**src/rtl/dmux16_dispatcher.sv**
```systemverilog
// Valid/ready front-end that steers 16-bit words to one of two channels,
// each with a one-entry holding register; ROUND mode alternates every BURST words.
module dmux16_dispatcher #(
  parameter int BURST = 4
) (
  input  logic        clk,
  input  logic        reset,
  input  logic        mode,
  input  logic [15:0] in_data,
  input  logic        in_dest,
  input  logic        in_valid,
  output logic        in_ready,
  output logic [15:0] a_data,
  output logic        a_valid,
  input  logic        a_ready,
  output logic [15:0] b_data,
  output logic        b_valid,
  input  logic        b_ready,
  output logic        cur_sel,
  output logic [3:0]  burst_cnt
);

  localparam logic [3:0] LP_LAST = 4'(BURST - 1);

  logic [15:0] r_a_data, r_b_data;
  logic        r_a_valid, r_b_valid;
  logic        r_cur_sel;
  logic [3:0]  r_burst_cnt;

  logic        w_tgt;
  logic        w_tgt_valid;
  logic        w_tgt_ready;
  logic        w_accept;
  logic [15:0] w_leg_a, w_leg_b;
  logic        w_load_a, w_load_b;
  logic        w_drain_a, w_drain_b;

  assign w_tgt       = mode ? r_cur_sel : in_dest;
  assign w_tgt_valid = w_tgt ? r_b_valid : r_a_valid;
  assign w_tgt_ready = w_tgt ? b_ready : a_ready;
  assign in_ready    = !w_tgt_valid || w_tgt_ready;
  assign w_accept    = in_valid && in_ready;

  // DMux16 stage: the unselected leg carries zero
  assign w_leg_a = w_tgt ? 16'h0000 : in_data;
  assign w_leg_b = w_tgt ? in_data : 16'h0000;

  assign w_load_a  = w_accept && !w_tgt;
  assign w_load_b  = w_accept && w_tgt;
  assign w_drain_a = r_a_valid && a_ready;
  assign w_drain_b = r_b_valid && b_ready;

  always_ff @(posedge clk) begin
    if (reset) begin
      r_a_data  <= 16'h0000;
      r_a_valid <= 1'b0;
    end else if (w_load_a) begin
      r_a_data  <= w_leg_a;
      r_a_valid <= 1'b1;
    end else if (w_drain_a) begin
      r_a_data  <= 16'h0000;
      r_a_valid <= 1'b0;
    end
  end

  always_ff @(posedge clk) begin
    if (reset) begin
      r_b_data  <= 16'h0000;
      r_b_valid <= 1'b0;
    end else if (w_load_b) begin
      r_b_data  <= w_leg_b;
      r_b_valid <= 1'b1;
    end else if (w_drain_b) begin
      r_b_data  <= 16'h0000;
      r_b_valid <= 1'b0;
    end
  end

  // DIRECT mode zeroes the burst count but keeps the ROUND destination
  always_ff @(posedge clk) begin
    if (reset) begin
      r_cur_sel   <= 1'b0;
      r_burst_cnt <= 4'd0;
    end else if (!mode) begin
      r_burst_cnt <= 4'd0;
    end else if (w_accept) begin
      if (r_burst_cnt == LP_LAST) begin
        r_cur_sel   <= ~r_cur_sel;
        r_burst_cnt <= 4'd0;
      end else begin
        r_burst_cnt <= r_burst_cnt + 4'd1;
      end
    end
  end

  assign a_data    = r_a_data;
  assign a_valid   = r_a_valid;
  assign b_data    = r_b_data;
  assign b_valid   = r_b_valid;
  assign cur_sel   = r_cur_sel;
  assign burst_cnt = r_burst_cnt;

endmodule

```
**config.mk**
```make
export PLATFORM = sky130hd
export DESIGN_NAME = dmux16_dispatcher
export DESIGN_NICKNAME = d
export VERILOG_FILES = /design/src/rtl/dmux16_dispatcher.sv
export SDC_FILE = /design/constraint.sdc
export NUM_CORES = 1
export LEC_CHECK = 0
export CORE_MARGIN = 3
export CORE_UTILIZATION = 41
export CTS_BUF_LIST = sky130_fd_sc_hd__clkbuf_8 sky130_fd_sc_hd__clkbuf_16
export DETAILED_ROUTE_END_ITERATION = 8
export PLACE_DENSITY = 0.81
export SLEW_MARGIN = 20
export SYNTH_ARGS = -nofsm -noshare
export SYNTH_HDL_FRONTEND = slang
export SYNTH_SLANG_ARGS = --single-unit
export TNS_END_PERCENT = 5
```
**constraint.sdc**
```tcl
create_clock -name clk -period 2.14 [get_ports clk]
set_clock_uncertainty 0.2 [all_clocks]
set_input_delay 0.535 -clock clk [delete_from_list [all_inputs] [get_ports clk]]
set_output_delay 0.535 -clock clk [all_outputs]
set_load 0.005 [all_outputs]
```
==> summary by stage, run 1 <==
Floorplan
The floorplan has 21 rows. In this run the vertical extent of the chip is 66.1 um. The area of the die is 4370 um^2.

The total area inside the core boundary comes to 3420 um^2. The initial utilization of the core area, before any placement, comes to 0.434. The die boundary width is 66.1 um. The number of top-level design ports is 63.

Critical path
The required arrival time at the worst endpoint is 1400 ps. STA puts the critical path data arrival time at 1380 ps. The critical path start-end classification is input port to output pin.

The worst register-to-register path has a depth of 6. The register-to-register setup slack is 200 ps. In this run the worst path has a maximum fanout of 3. The startpoint identified for the worst register-to-register timing path is cur_sel. The endpoint of the worst-slack reg-to-reg timing path is a_data[2]. The worst setup path is launched from an input port.

The nature of the critical path endpoint is an output pin. The launching instance or port of the critical path is mode.

Finish
Of the cells placed in the final design, the portion with a size suffix greater than 1 is 0.167. The area of all placed cells without fillers is 2340 um^2. The final antenna diode count is 0. Relative to the synthesized area, the layout overhead comes to 58.2%. The core utilization of the finished layout is 0.686. Fill cells in the final layout number 281.

Once layout is complete, the cells apart from fillers number 279. The total number of nets in the final design is 256.

STA
The final critical-path required period is 2120 ps. The final critical-path setup slack is 22.7 ps. Dividing the final minimum period by the clock period gives 0.989. Measured against its own limit, the worst slew margin works out to 0.477.

At the pin with the least slew margin, the transition time is 784 ps. For the final routed database, the setup TNS stands at 0 ps. The number of slew-limit violations in the final report is 0.

Setup violations remaining at the end of the flow were counted as 0. On the final layout, the worst hold slack is 301 ps. Setup repair after global routing could not meet its margin everywhere. The upper clock frequency limit is 472 MHz. The number of hold violations in the final report is 0.

Route
After detailed routing, the number of remaining DRC violations is 0. The detailed-route wire length is 3.96 mm. In this run, the number of DRC markers left after iteration 0 of detailed routing was 93. The routed layout has 1,426 vias. The iteration count of the initial detailed-routing pass is 4. Dividing the detail-routed wire length by the instance count gives 14.2 um. After detailed routing, the number of vias per cell comes to 5.11. Once detail routing completed, the nets flagged for antenna violations numbered 0.

GRT
For this run, the total global-route usage over all layers was measured as 0.193. The number of antenna violations at the first check in global routing is 0. The total congestion overflow after global routing is 0. The global-route wire length before repair is 6.35 mm.

The pin count of the biggest net entering global routing is 19. The number of global-route vias before repair is 1,386.

Yosys
For this run, the register share of the synthesized area comes to 0.527. The number of instances in the synthesized netlist is 154. The most area-hungry cell type in the Yosys netlist is dfxtp_1. The post-synthesis average cell area is 9.62 um^2.

The count of state elements after synthesis is 39. Yosys attributes the largest share of cell area to dfxtp_1 (53%), a22oi_1 (16%), nor2_1 (9.6%). The portion of synthesized cell area occupied by the leading cell type is 0.527. The post-synth net total is 178.

The number of synthesis warnings is 0. Yosys mapped the design onto 26 distinct sky130hd cell types. The post-synthesis instance area is 1480 um^2.

Hold path
The startpoint identified for the worst hold timing path is b_data[3]. The path with the worst hold slack has its endpoint at b_data[3]. The worst hold path depth is 2. The kind of path behind the tightest hold check is register to register.

Clocking
The clock reaches the later pin of the worst-skew pair after 290 ps. The depth of the CTS H-tree is 2. The total clock sinks is 39. The number of buffers on the longest clock path is 2. The total CTS buffers is 5. In this run, post-CTS hold repair placed 0 buffers. The cell sitting at the root of the clock tree is a clkbuf_8. TritonCTS built the clock tree. Clock-pin slew was measured on the worst setup and hold paths at 70 ps.

Power
VDD sags by at most 549 uV. The total power consumption of the routed design is 1.50 mW. The leakage power figure is 0.904 nW. The power density of the placed cells is 641 nW/um^2.

Placement
After detailed placement, the total cell area comes to 2240 um^2. Counting tap cells, the placed design contains a total of 270 instances. The half-perimeter wire length of the detailed placement result is 2.88 mm. The quantity of I/O buffers inserted on ports is 62. The worst setup timing slack at the placement stage is -631 ps. The final estimated routing congestion in global placement is 0.779.

Run status
The run finished with clean final reports.

Job
The tool flagged a number of max-cap violations equal to 0.
[registers in the layout (all words and copies together) (netlist names)]
name / count
burst_cnt: 4
b_valid: 1
a_valid: 1
cur_sel: 1
b_data: 16
a_data: 16
[what timing repair did]
item                                    in CTS  in global routing
buffers inserted                             1                  0
resized for setup                           12                  1
endpoints found under the setup margin      38                  3
endpoints found under the hold margin        0                  0
pin swaps                                    1                  1
[worst max-delay path: stages]
cell and delay [ps]:
clkdlybuf4s15_2 220, mux2_2 350, nor2_1 90, nor2_1 50
buf_2 120
[worst max path at each step]
stage,to,cells after the start
after global routing,in_ready,5
final,in_ready,5
after CTS,in_ready,5
after floorplan,cur_sel,4
after global placement,in_ready,5
after detailed placement,in_ready,5
[routing by layer]
metal / routed length [um] / global-route usage
met3: 266 / 0.0833
met1: 1710 / 0.220
met5: 0 / 0
met2: 1940 / 0.323
met4: 43 / 0.0609
[placed cells by master, fill, tap and decap left out, drive strengths merged, types with 2 or more instances in the layout]
cell and n:
o21ai 2, clkbuf 5, nor2b 4, nor2 38
buf 20, mux2i 2, dlygate4sd2 2, clkdlybuf4s50 57
a21oi 4, clkinv 3, dfxtp 39, nand2 2
mux2 2, and3 2, nand3 4, nand2b 4
a22oi 34
[cell families (layout without fill, tap and decap cells)]
group / Yosys count / after routing / synth area share
buffers and inverters: 10 / 89 / 0.0380
adder cells (fa/ha/maj): 1 / 1 / 0.00844
AO/OA/AOI/OAI: 44 / 44 / 0.224
flip-flops: 39 / 39 / 0.527
multiplexers: 4 / 4 / 0.0312
AND/OR/NAND/NOR: 56 / 56 / 0.171
[final cells by class]
class | instances | area, um^2 | share of cell area
Timing Repair Buffer | 81 | 759 | 0.324
Tap cell | 46 | 57.6 | 0.0246
Clock inverter | 3 | 15.0 | 0.00641
Sequential cell | 39 | 781 | 0.333
Multi-Input combinational cell | 105 | 662 | 0.282
Clock buffer | 5 | 68.8 | 0.0294
[Yosys cell counts]
library cell and instances:
dfxtp_1 39, nor2_1 38, a22oi_1 32, a21oi_1 4, clkbuf_1 4, nand2b_1 4
nand3_1 4, nor2b_1 4, buf_2 3, a22oi_2 2, buf_4 2, mux2_2 2
nand2_1 2, o21ai_0 2, a21boi_0 1, and3_1 1, and3_4 1, buf_6 1
ha_1 1, mux2i_1 1, mux2i_2 1, nand4b_1 1, nor3b_1 1, o2111ai_2 1
o211ai_1 1, o22ai_1 1
[report_power, final]
| group | leakage (nW) | switching [mW] | internal (mW) | total [mW] |
|---|---|---|---|---|
| Combinational | 0.538 | 0.103 | 0.147 | 0.250 |
| Clock | 0.0477 | 0.254 | 0.223 | 0.477 |
| Sequential | 0.318 | 0.0193 | 0.756 | 0.776 |
No activity file was read; power rests on OpenSTA's default activity.
==> inputs of run 2 (changes only) <==
--- a/config.mk
+++ b/config.mk
@@ -5,7 +5,7 @@
 export SDC_FILE = /design/constraint.sdc
 export NUM_CORES = 1
 export LEC_CHECK = 0
-export CORE_MARGIN = 3
+export CORE_MARGIN = 10
 export CORE_UTILIZATION = 41
 export CTS_BUF_LIST = sky130_fd_sc_hd__clkbuf_8 sky130_fd_sc_hd__clkbuf_16
 export DETAILED_ROUTE_END_ITERATION = 8
==> summary by stage, run 2 (same netlist as run 1, synthesis figures left out) <==
Power
The power density of the placed cells came to 629 nW/um^2 (-1.9%). The total power consumption of the routed design was 1.49 mW (-0.97%). The register share of total power is 0.522 (+0.006).

The switching fraction of total power is 0.241 (-0.00922). The switching power is 359 uW (-4.6%). The largest vdd supply drop was 456 uV (-17%). The part of the total power dissipated in the clock network is 0.306 (-0.011). The leakage power figure came to 0.917 nW (+1.5%).

The relative contribution of combinational cells to total power came to 0.172 (+0.006). The internal portion of total power is 1.13 mW (+0.25%).

Clocking
The clock latency reported for the late side of the worst-skew pair came to 280 ps (about the same). The number of buffers on the longest clock path is 2 (unchanged). Clock tree synthesis selected as its root buffer the cell clkbuf_8.

The hold-fix buffer count after cts is 0 (unchanged). The total clock sinks is 39 (unchanged). The total CTS buffers came to 5 (unchanged). TritonCTS built the clock tree. The depth of the CTS H-tree is 2 (unchanged). The clock slew seen by the registers of the worst setup and hold paths was 70 ps (about the same).

The count of buffers added by post-CTS timing repair for setup came to 0 (-1).

Placement
The number of placed cells counting well taps is 271 (+0.37%). The final estimated routing congestion in global placement is 0.777 (-0.30%). The quantity of I/O buffers inserted on ports is 62 (unchanged).

The placed instance area came to 2270 um^2 (+1.5%). The half-perimeter wire length of the detailed placement result was 3.24 mm (+13%).

Floorplan
The count of standard-cell rows is 21 (unchanged). The area of the die is 6420 um^2 (+47%). The vertical die dimension came to 80.1 um (+21%). The core footprint is 3420 um^2 (unchanged). The die boundary width is 80.1 um (+21%).

The effective utilization at floorplan is 0.434 (unchanged). The number of top-level design ports is 63 (unchanged).

Finish
The area of all placed cells without fillers was 2360 um^2 (+0.91%). The layout cell share with drive strength beyond 1 came to 0.155 (-0.0129). The commonest non-fill, non-tap cell in the layout is clkdlybuf4s50_1.

In the layout the commonest cells are clkdlybuf4s50_1 (58), dfxtp_1 (39), nor2_1 (38). The multi-input combinational cell area is 659 um^2 (-0.38%). The area taken by flip-flops and latches is 781 um^2 (unchanged). The total number of nets in the final design is 256 (unchanged).

The final antenna diode count is 0 (unchanged). Relative to the synthesized area, the layout overhead comes to 59.6%. The final instance count without filler cells came to 279 (unchanged). The number of filler cells placed in the layout is 295 (+5.0%). The core utilization of the finished layout came to 0.692 (+0.00623).

STA
The number of slew-limit violations in the final report is 0 (unchanged). The relative slew slack is 0.498 (+0.0213). The number of hold violations in the final report is 0 (unchanged). The upper clock frequency limit is 475 MHz (+0.52%).

The transition at the pin with the smallest max-transition slack is 752 ps (-32.0 ps). Setup repair after global routing left no endpoint under its margin. The final sum of negative setup slack was 0 ps (unchanged). The final critical-path required period came to 2110 ps (-10.9 ps). The total setup violations reported at the end of the flow was 0 (unchanged).

The final clock period utilization by the worst path is 0.984 (-0.00509).

Job
The count of maximum capacitance violations is 0 (unchanged).

GRT
The pin count of the biggest net entering global routing was 17 (-2). The overall routing resource usage is 0.132 (-0.0617). The global-route wire length before repair is 6.80 mm (+7.1%). The number of global-route vias before repair came to 1,343 (-3.1%). The number of antenna violations at the first check in global routing is 0 (unchanged).

The total congestion overflow after global routing came to 0 (unchanged).

Critical path
The launching element type of the critical path is an input port. The critical path is of the input port to output pin type. The biggest fanout along the worst timing path is 2 (-1).

Traced cell by cell, the critical path runs through clkdlybuf4s50_1 > nand2b_4 > nor2_1 > nor2_1 > buf_2. The delay contributed by the slowest stage of the critical path is 480 ps (+130 ps). The slowest cell on the critical path is clkdlybuf4s50_1. The data arrival time of the critical path is 1370 ps (about the same). The most numerous cell type found on the critical path is nor2_1. The nature of the critical path endpoint is an output pin.

The required arrival time at the worst endpoint is 1400 ps (about the same).

Route
The average wire length per cell after detail routing is 15.0 um (+6.1%). The iteration count of the initial detailed-routing pass is 4 (unchanged). The number of design rule violations left after detail routing is 0 (unchanged). The final antenna-violating net count is 0 (unchanged). The detailed-route wire length is 4.20 mm (+6.1%). The routed via count is 1,425 (-0.070%). The number of vias per cell after detailed routing is 5.11 (about the same). The violation count after the first detailed-routing iteration was 88 (-5.4%).

Run status
The flow ran to the end, and the final reports show no timing, DRC or antenna violations.

Hold path
The tightest min-delay check is of the register to register type.
==> run 2: changes by cell type in the layout (fill, tap and decap cells not counted), sizes merged <==
cell | before | now
clkinv | 3 | 1
inv | 0 | 2
clkdlybuf4s50 | 57 | 58
dlygate4sd2 | 2 | 1
==> run 2: repair_timing <==
item | 4_1_cts | 5_1_grt
endpoints found under the setup margin | 36 | 1
gates resized for setup | 10 | 1
endpoints found under the hold margin | 0 | 0
==> run 2: power groups by stage <==
stage / registers, mW / clock network, mW / logic (mW)
CTS: 0.776 / 0.472 / 0.260
detailed placement: 0.791 / 0 / 0.259
floorplan: 0.793 / 0 / 0.0964
finish: 0.776 / 0.456 / 0.256
global placement: 0.791 / 0 / 0.257
global route: 0.779 / 0.504 / 0.279
==> run 2: stage by stage <==
step	setup WS, ps	hold WS, ps
floorplan	266	287
global placement	-594	278
detailed placement	-595	283
CTS	24.7	302
global route	7.25	322
finish	33.6	300
==> run 2: path summary, 6_finish.rpt <==
check	startpoint	to	slack, ps	cells past startpoint
setup / recovery	b_ready	in_ready	30	5
hold / removal	a_data[8]	a_data[8]	300	2
setup reg to reg	cur_sel	a_data[5]	330	5
hold reg to reg	a_data[8]	a_data[8]	300	2
==> run 2: cell type report <==
class,instances,share of cell area
repair buffers,81,0.332
flip-flops and latches,39,0.330
multi-input cells,105,0.279
clock buffers,5,0.0291
well taps,46,0.0243
clock inverters,3,0.00529
==> run 2: metal layers <==
metal | routed length (um) | global-route usage
met1 | 1800 | 0.155
met2 | 2040 | 0.211
met3 | 335 | 0.0523
met4 | 25 | 0.0475
met5 | 0 | 0
==> run 2: critical path: cells and delay by family <==
kind,cells,cell delay (ps)
buf+inv,2,590
simple gates,3,240
==> inputs of run 3 (changes only) <==
--- a/config.mk
+++ b/config.mk
@@ -5,11 +5,12 @@
 export SDC_FILE = /design/constraint.sdc
 export NUM_CORES = 1
 export LEC_CHECK = 0
+export CAP_MARGIN = 20
 export CORE_MARGIN = 10
-export CORE_UTILIZATION = 41
+export CORE_UTILIZATION = 37
 export CTS_BUF_LIST = sky130_fd_sc_hd__clkbuf_8 sky130_fd_sc_hd__clkbuf_16
 export DETAILED_ROUTE_END_ITERATION = 8
-export PLACE_DENSITY = 0.81
+export PLACE_DENSITY = 0.77
 export SLEW_MARGIN = 20
 export SYNTH_ARGS = -nofsm -noshare
 export SYNTH_HDL_FRONTEND = slang
==> constraint.sdc (replaced) <==
create_clock -name clk -period 1.7 [get_ports clk]
set_clock_uncertainty 0.2 [all_clocks]
set_input_delay 0.425 -clock clk [delete_from_list [all_inputs] [get_ports clk]]
set_output_delay 0.425 -clock clk [all_outputs]
set_load 0.005 [all_outputs]
==> summary by stage, run 3 (same netlist as run 1, synthesis figures left out) <==
Critical path
The signal on the critical path passes through clkdlybuf4s15_2 > mux2_4 > nor2_2 > nor2_1 > buf_2. The critical path start-end classification is input port to output pin. The launching element type of the critical path is an input port.

The required arrival time at the worst endpoint is 1070 ps (-330 ps). The delay contributed by the slowest stage of the critical path is 280 ps (-200 ps). The largest individual stage delay along the critical path comes from the cell mux2_4. STA classifies the critical path endpoint as an output pin. The biggest fanout along the worst timing path is 2 (unchanged). The data arrival time of the critical path is 1150 ps (-220 ps).

Power
The total power consumption of the routed design is 1.90 mW (+28%). The largest vdd supply drop is 570 uV (+25%). The power density of the placed cells was 772 nW/um^2 (+23%). The leakage power figure is 1.14 nW (+24%).

Finish
The number of filler cells placed in the layout is 320 (+8.5%). Leaving out fill and tap cells, the most frequent cell in the layout is dlygate4sd2_1. The core utilization of the finished layout was 0.651 (-0.0410).

The multi-input combinational cell area was 687 um^2 (+4.2%). The area growth from synthesis to layout is 65.8%. The layout cell share with drive strength beyond 1 is 0.254 (+0.0996).

The total number of nets in the final design came to 267 (+4.3%). The top cell types in the final layout, fill and taps aside, are dlygate4sd2_1 (42), nor2_1 (37), a22oi_1 (31). The final instance count without filler cells is 292 (+4.7%). The area taken by flip-flops and latches is 796 um^2 (+1.9%). The final antenna diode count is 0 (unchanged).

Floorplan
The count of standard-cell rows is 22 (+4.8%). The area of the die is 6930 um^2 (+8.1%). The effective utilization at floorplan is 0.393 (-0.0409). The die boundary width came to 83.3 um (+4.0%).

The core footprint was 3770 um^2 (+10%). The vertical die dimension is 83.3 um (+4.0%). The number of top-level design ports is 63 (unchanged).

Route
The iteration count of the initial detailed-routing pass is 4 (unchanged). The detailed-route wire length is 4.61 mm (+9.7%). The average wire length per cell after detail routing came to 15.8 um (+4.8%). The violation count after the first detailed-routing iteration came to 81 (-8.0%). The number of design rule violations left after detail routing came to 0 (unchanged). The number of vias per cell after detailed routing is 5.01 (-1.8%). The routed via count came to 1,464 (+2.7%). The final antenna-violating net count is 0 (unchanged).

GRT
The total congestion overflow after global routing was 0 (unchanged). The number of antenna violations at the first check in global routing is 0 (unchanged). The global-route wire length before repair is 7.61 mm (+12%). The number of global-route vias before repair is 1,489 (+11%). The overall routing resource usage came to 0.129 (-0.00227). The pin count of the biggest net entering global routing is 20 (+3).

STA
The transition at the pin with the smallest max-transition slack is 309 ps (-443 ps). The total setup violations reported at the end of the flow is 2 (+2). The number of hold violations in the final report is 0 (unchanged).

The number of slew-limit violations in the final report was 0 (unchanged). Counting I/O delays and the setup requirement, the final critical path takes 1770 ps. The relative slew slack is 0.794 (+0.295).

The final critical-path setup slack is -72.1 ps (-106 ps). Based on the critical path, the design can be clocked at up to 564 MHz. Dividing the final minimum period by the clock period gives 1.04.

Setup repair after global routing could not meet its margin everywhere.

Hold path
The kind of path behind the tightest hold check is register to register.

Run status
The final reports fail on negative setup slack. The run finished, with violations left.

Clocking
The total CTS buffers is 5 (unchanged). The clock latency reported for the late side of the worst-skew pair is 280 ps (about the same). The number of buffers on the longest clock path is 2 (unchanged). The hold-fix buffer count after cts is 0 (unchanged). The depth of the CTS H-tree is 2 (unchanged). The total clock sinks is 39 (unchanged). The clock slew seen by the registers of the worst setup and hold paths is 70 ps (about the same).

TritonCTS built the clock tree. The cell sitting at the root of the clock tree is a clkbuf_8.

Placement
The final estimated routing congestion in global placement was 0.770 (-0.84%). The number of placed cells counting well taps is 280 (+3.3%). The quantity of I/O buffers inserted on ports is 62 (unchanged). The half-perimeter wire length of the detailed placement result came to 3.48 mm (+7.4%). The worst setup timing slack at the placement stage is -811 ps (-216 ps).

Job
The count of maximum capacitance violations was 0 (unchanged).
-- run 3: area by class of cell --
class | instances | share of cell area
well taps | 48 | 0.0245
multi-input cells | 105 | 0.280
clock buffers | 5 | 0.0280
repair buffers | 92 | 0.337
clock inverters | 3 | 0.00662
flip-flops and latches | 39 | 0.324
-- run 3: timing repair --
item	4_1_cts	5_1_grt
pin swaps	3	1
buffers inserted	4	0
resized for setup	71	4
setup endpoints to repair	78	24
-- run 3: metal layers --
| metal | vias up | wire length (um) | track usage |
|---|---|---|---|
| met3 | 7 | 327 | 0.0498 |
| met5 | - | 0 | 0 |
| met1 | 678 | 1930 | 0.145 |
| met4 | 0 | 65 | 0.0462 |
| li1 | 732 | - | - |
| met2 | 47 | 2280 | 0.216 |
-- run 3: power breakdown --
group / switching (mW) / total, mW / internal, mW
sequential: 0.0214 / 0.973 / 0.952
combinational: 0.144 / 0.331 / 0.187
clock: 0.312 / 0.593 / 0.280
total: 0.478 / 1.90 / 1.42
-- run 3: worst paths after layout --
check	endpoint	slack, ps	cells after the start	startpoint
min reg2reg	b_data[2]	290	2	b_data[2]
max reg2reg	cur_sel	-10	5	cur_sel
min	b_data[2]	290	2	b_data[2]
max	in_ready	-70	5	in_dest
-- run 3: worst max-delay path, delay by kind of cell --
kind,cells,cell delay [ps]
simple gates,2,140
buf+inv,2,310
mux,1,280
-- run 3: per-stage QoR --
step	hold WS [ps]	instance area, um^2	setup TNS (ps)
floorplan	287	1490	-12.0
CTS	302	2440	-96.7
finish	294	2460	-86.0
global route	324	2460	-615
detailed placement	284	2320	-26180
global placement	278	2320	-24750
